## src/rtl/chocorol_fetch.sv

```systemverilog
// Instruction sequencer feeding the ChocoRol 20-bit datapath over a valid/ready handshake.
// Define CHOCOROL_FETCH_LOOP_EN to wrap PC from PROF-1 back to 0 instead of halting at end of memory.
module chocorol_fetch #(
    parameter int PROF = 16,
    parameter int AW   = $clog2(PROF)
) (
    input  logic          clk,
    input  logic          rst_n,
    input  logic          Carga,
    input  logic [AW-1:0] DirCarga,
    input  logic [19:0]   DatoCarga,
    input  logic          Inicio,
    output logic [19:0]   Instruccion,
    output logic          Valido,
    input  logic          Listo,
    output logic [AW-1:0] PC,
    output logic          Ocupado,
    output logic          Fin
);

    typedef enum logic [1:0] {
        S_IDLE = 2'd0,
        S_RUN  = 2'd1,
        S_HALT = 2'd2
    } state_t;

    localparam logic [19:0] HALT_WORD = 20'hFFFFF;
`ifndef CHOCOROL_FETCH_LOOP_EN
    localparam logic [AW-1:0] LAST_ADDR = AW'(PROF - 1);
`endif

    state_t        state_q, state_d;
    logic [AW-1:0] pc_q, pc_d;
    logic [19:0]   instr_q, instr_d;
    logic          vld_q, vld_d;
    logic [19:0]   mem_q [PROF];
    logic [19:0]   word;
    logic          take;

    // Program memory has no reset so a loaded program survives rst_n.
    always_ff @(posedge clk) begin
        if (Carga && state_q != S_RUN) begin
            mem_q[DirCarga] <= DatoCarga;
        end
    end

    assign word = mem_q[pc_q];
    assign take = !vld_q || Listo;

    always_comb begin
        state_d = state_q;
        pc_d    = pc_q;
        instr_d = instr_q;
        vld_d   = vld_q;
        case (state_q)
            S_RUN: begin
                if (take) begin
                    if (word == HALT_WORD) begin
                        vld_d   = 1'b0;
                        state_d = S_HALT;
                    end else begin
                        instr_d = word;
                        vld_d   = 1'b1;
`ifdef CHOCOROL_FETCH_LOOP_EN
                        pc_d    = pc_q + 1'b1;
`else
                        if (pc_q == LAST_ADDR) begin
                            state_d = S_HALT;
                        end else begin
                            pc_d = pc_q + 1'b1;
                        end
`endif
                    end
                end
            end
            S_IDLE, S_HALT: begin
                // A word left pending at end of memory still drains in HALT.
                if (vld_q && Listo) begin
                    vld_d = 1'b0;
                end
                if (Inicio && !vld_q) begin
                    pc_d    = '0;
                    state_d = S_RUN;
                end
            end
            default: begin
                state_d = S_IDLE;
                vld_d   = 1'b0;
            end
        endcase
    end

    always_ff @(posedge clk or negedge rst_n) begin
        if (!rst_n) begin
            state_q <= S_IDLE;
            pc_q    <= '0;
            instr_q <= '0;
            vld_q   <= 1'b0;
        end else begin
            state_q <= state_d;
            pc_q    <= pc_d;
            instr_q <= instr_d;
            vld_q   <= vld_d;
        end
    end

    assign Instruccion = instr_q;
    assign Valido      = vld_q;
    assign PC          = pc_q;
    assign Ocupado     = (state_q == S_RUN);
    assign Fin         = (state_q == S_HALT);

endmodule
```

## config.mk

```make
export PLATFORM = sky130hd
export DESIGN_NAME = chocorol_fetch
export DESIGN_NICKNAME = d
export VERILOG_FILES = /design/src/rtl/chocorol_fetch.sv
export SDC_FILE = /design/constraint.sdc
export NUM_CORES = 1
export LEC_CHECK = 0
export ABC_AREA = 0
export BUFFER_PORTS_ARGS = -buffer_cell sky130_fd_sc_hd__buf_2
export CAP_MARGIN = 40
export CORE_MARGIN = 3
export CORE_UTILIZATION = 55
export DETAILED_ROUTE_END_ITERATION = 16
export HOLD_SLACK_MARGIN = 0.15
export PLACE_DENSITY = 0.82
export SLEW_MARGIN = 20
export SYNTH_ARGS = -nofsm -noshare
export SYNTH_HDL_FRONTEND = slang
export SYNTH_SLANG_ARGS = --single-unit
export TNS_END_PERCENT = 50
```

## constraint.sdc

```tcl
create_clock -name clk -period 3.7 [get_ports clk]
set_input_delay 0.555 -clock clk [delete_from_list [all_inputs] [get_ports clk]]
set_output_delay 0.555 -clock clk [all_outputs]
set_load 0.02 [all_outputs]
```

After elaboration in Yosys (flattened, before gate mapping)

Memories as Yosys holds them, arrays and structs flattened.
Index checks and enable logic that the tools add are counted.

$add $sub $neg: 1
Reduce and logical (&&, ||, !) cells: 12
Mux-type cells: 16
Eq/ne operators: 11
Bitwise operators: 1

Operators by type and width:

| cell                   | number |
|---|---|
| $eq A20 B20 Y1 const B | 1 |
| $mux W4                | 4 |
| $mux W2                | 4 |
| $ne A2 B2 Y1 const B   | 4 |
| $pmux W4 S2            | 1 |
| $reduce_and A3 Y1      | 2 |
| $mux W1                | 5 |
| $reduce_and A5 Y1      | 1 |
| $add A4 B1 Y4 const B  | 1 |
| $eq A4 B4 Y1 const B   | 1 |
| $ne A2 B1 Y1 const B   | 2 |
| $pmux W2 S2            | 1 |
| $logic_and A1 B1 Y1    | 3 |
| $ne A3 B1 Y1 const B   | 1 |
| $eq A2 B1 Y1 const B   | 1 |
| $eq A2 B2 Y1 const B   | 1 |
| $logic_not A2 Y1       | 1 |
| $pmux W1 S2            | 1 |
| $reduce_and A2 Y1      | 1 |
| $reduce_bool A2 Y1     | 1 |
| $reduce_or A2 Y1       | 1 |
| $logic_not A1 Y1       | 1 |
| $logic_or A1 B1 Y1     | 1 |
| $not A1 Y1             | 1 |

RAM bits: 320
Word-level logic and storage cells: 46
Memories: 1
Register bits: 27
Input bits: 29
Output and inout bits: 27

Memories:

| name  | words | width | rd ports | clocked after memory_dff | write ports | line | text |
|---|---|---|---|---|---|---|---|
| mem_q | 16    | 20    | 1        | 0                        | 1           | 36   | `logic [19:0] mem_q [PROF];` |

Depth between registers and ports, before layout

Word-level depth: 5
Gate-level depth with buffers: 13

Worst setup path before layout

No wires, ideal clock.

Path kind: register to register
Start point: reg pc_q[0], in the netlist PC[0]
End point: reg instr_q[10], in the netlist Instruccion[10]
Setup time: 125 ps
Period minus slack after synthesis: 3012 ps
Path buffers: 4
Stages on the path, launching flop included: 11
Setup slack: 688 ps
Arrival: 2887 ps
Cell sequence: dfrtp_1 > buf_6 > buf_12 > buf_12 > mux4_2 > a22o_1 > a221oi_1 > nor4_4 > nor2_4 > buf_6 > mux2_4

Cells in the longest elaborated chain, start to end: 4

RTL lines:

| what                               | line | text |
|---|---|---|
| start, declared                    | 33   | `logic [AW-1:0] pc_q, pc_d;` |
| start signal, assigned             | 101  | `pc_q <= pc_d;` |
| $mem_v2 Z16 W20 (*)                | -    |  |
| $eq A20 B20 Y1                     | 58   | `if (word == HALT_WORD) begin` |
| $not A1 Y1 (no source line)        | -    |  |
| $reduce_and A3 Y1 (no source line) | -    |  |
| end signal, assigned               | 102  | `instr_q <= instr_d;` |
| end, declared                      | 34   | `logic [19:0] instr_q, instr_d;` |

Every way passes the cells marked *; elsewhere a longest branch is shown, timed or not.
A chain may end at the register's enable or synchronous reset.

Worst setup path after layout

Start point: reg pc_q[2], in the netlist PC[2]
End point: reg pc_q[0], in the netlist PC[0]

Cells in the longest elaborated chain, start to end: 4

RTL lines:

| what                                   | line |
|---|---|
| $mem_v2 Z16 W20                        | - |
| $eq A20 B20 Y1                         | 58 |
| $ne A2 B2 Y1 (no source line)          | - |
| $reduce_and A5 Y1 (no source line) (*) | - |

Marked as above.

==> metrics.txt <==
fin crit period 3.538 ns; Arrival @ worst endpoint 3.96 ns; vias in the first global route 7517; Synth cell types 53; Mapped Nets 688; clk sinks 347; Setup TNS 0 ns; Die Ht 164.0 µm; routed vias 7251; clock skew 0.01379 ns; Post-Syn Area 13730 µm²; row cnt 57; GRT met3 Usage 6.406%; input/output buffers 55; final hold vios 0; Post-Synthesis Cells 658; Synth Warn # 0; DRT antenna net count 0; status finished clean; initial antenna violation count 2; Via density 6.544; Worst-Skew Late Latency 0.51 ns; worst slack at placement 0.07459 ns; fin crit share 95.63%; met1 Usage GRT 34.13%; drt pass-1 iters 5; CTS Buffer Depth 3; kind of critical path register to register; DR DRC count 0; layout cells sized above 1 30.56%; nets@finish 786; CP Buf/Inv Count 2; worst-margin pin slew 0.7437 ns; Reg clk slew, reported paths 0.06 ns; max cap viols 0; EDFF count, synth 320; Post-synth top flop edfxtp_1; CP max stage cell dfrtp_2; hpwl dp 18.49 mm; first-pass GRT wire length 47.64 mm; I/O Pins 56; WP data required 4.12 ns; final setup vio count 0; Initial Utilization 56.15%; Die X 164.0 µm; GRT overflow 0; Seq cells post-synth 347; Synth top area share 69.96%; Hold Path Class primary input to register; post-route worst setup slack 0.1616 ns; Slew HR 50.42%; Avg WL per Cell 29.00 µm; Peak VDD IR 0.3570 mV; ys async rst share 7.781%; Lkg Pwr 5.306 nW; sequential fraction of the synthesis area 74.88%; crit path max fanout 29; cts bufs inserted 35; core area 24460 µm²; CTS tree yes; syn avg cell area 20.87 µm²; die area 26900 µm²; final slew viol count 0; GR Util met2 37.83%; RSZ-0062 raised after global routing false; max incr delay on CP 0.67 ns; worst reg-to-reg path cell count 10; largest net degree at the start of global routing 36; Min-Delay Path Depth 1; Setup crit end kind register; main area contributors after synthesis edfxtp_1, mux4_2, dfrtp_1; Resized cells post-CTS 0; placer congestion estimate 0.8318; Startpoint Class register; layout overhead on the synthesized area 14.10%; Crit. path cell count 10; Max Freq 282.6 MHz; H-tree depth 2; crit path cell chain buf_4, mux4_1, a22o_1, a221oi_1, a211oi_1, nand4_1, nor4_4, buf_4, a211oi_1, mux2i_1; critical path's top delay family compound AO/OA/AOI/OAI gates; Root Driver clkbuf_16; PD cells 740.7 nW/µm²; fill count 1515; leading area contributor after synthesis edfxtp_1; gr usage total 24.56%; drt initial violations 973; WL final 32.14 mm; grt peak-use layer met2
-- what timing repair did --
action                                  4_1_cts  5_1_grt
hold endpoints to repair                     27        0
hold buffers                                  1        0
endpoints found under the setup margin        0        8
setup buffers                                 0        1
-- cells in the final DEF (no fill, tap or decap), types with 7 or more instances in the layout --
master / count
edfxtp_1: 320
dfrtp_1: 24
mux4_2: 54
a22oi_1: 15
mux2i_1: 35
nor2b_1: 8
clkinv_2: 7
o21ai_0: 9
clkbuf_16: 37
buf_4: 36
a221oi_1: 15
nand2_1: 23
buf_2: 55
mux2_4: 9
mux4_1: 14
nor2_2: 12
clkbuf_1: 11
mux2_2: 9
-- routing by layer --
metal | up-vias | routed length [µm]
met5 | - | 0
met2 | 501 | 15410
met1 | 3706 | 11840
met4 | 0 | 1221
met3 | 94 | 3664
li1 | 2950 | -
-- cells by family (layout without fill, tap and decap cells) --
kind of cell | count (synthesis) | count (layout) | synth area share, %
flops | 347 | 347 | 74.88
mux | 121 | 121 | 15.81
simple gates | 88 | 88 | 3.435
compound gates | 64 | 64 | 3.571
buf+inv | 37 | 161 | 2.214
fa+ha+maj | 1 | 1 | 0.09109
other cells | 0 | 2 | 0
-- synth_stat cells (all sizes together), types with 3 or more instances --
library cell,n
and2,5
nor3,4
nand2,23
nor2,17
a211oi,3
and3,3
a21oi,3
o21ai,10
nor2b,8
o31ai,3
nand4,6
dfrtp,27
a22oi,16
buf,24
a22o,3
a221oi,16
mux2,18
nand2b,6
edfxtp,320
mux2i,35
nand3,6
mux4,68
clkbuf,10
inv,3
-- state kept, by name, indices dropped and copies added, names as in the netlist --
register,flops
mem_q,320
Instruccion,20
PC,4
state_q,2
Valido,1
-- through the flow --
| stage | cell area [µm²] | power (mW) | hold slack (ns) | util, % | std cells |
|---|---|---|---|---|---|
| 2_1_floorplan | 13730 | 7.209 | 0.2594 | - | 658 |
| 3_3_place_gp | 14480 | 7.921 | 0.4686 | 59.20 | 1040 |
| 3_5_place_dp | 14490 | 8.065 | 0.5037 | 59.23 | 1041 |
| 4_1_cts | 15650 | 11.58 | 0.4047 | 63.96 | 1105 |
| 5_1_grt | 15670 | 12.03 | 0.4195 | 64.06 | 1108 |
| 6_report | 15670 | 11.61 | 0.4179 | 64.06 | 1108 |
-- path summary, 6_finish.rpt --
| kind | startpoint | endpoint | slack (ns) |
|---|---|---|---|
| setup / recovery | PC[2] | PC[0] | 0.16 |
| hold / removal | DatoCarga[15] | mem_q[2][15] | 0.42 |
| setup reg to reg | PC[2] | PC[0] | 0.16 |
| hold reg to reg | Instruccion[0] | Instruccion[0] | 0.52 |
| max in group asynchronous | rst_n | PC[0] | 2.50 |
| min in group asynchronous | rst_n | Instruccion[13] | 0.64 |
-- area by class of cell --
type | instances | area [µm²] | share of cell area (%)
Antenna cell | 2 | 5.005 | 0.03194
Sequential cell | 347 | 10290 | 65.67
Tap cell | 324 | 405.4 | 2.587
Inverter | 3 | 11.26 | 0.07186
Clock buffer | 49 | 980.9 | 6.259
Multi-Input combinational cell | 274 | 3196 | 20.39
Clock inverter | 14 | 166.4 | 1.062
Timing Repair Buffer | 95 | 615.6 | 3.928
-- where the power goes --
| group | internal (mW) | leakage [nW] | switching (mW) |
|---|---|---|---|
| logic | 1.54 | 1.55 | 1.79 |
| registers | 4.49 | 3.19 | 0.267 |
| clock network | 2.13 | 0.565 | 1.39 |
| total | 8.16 | 5.31 | 3.45 |
Note: power is estimated with default switching activity, not from simulation.
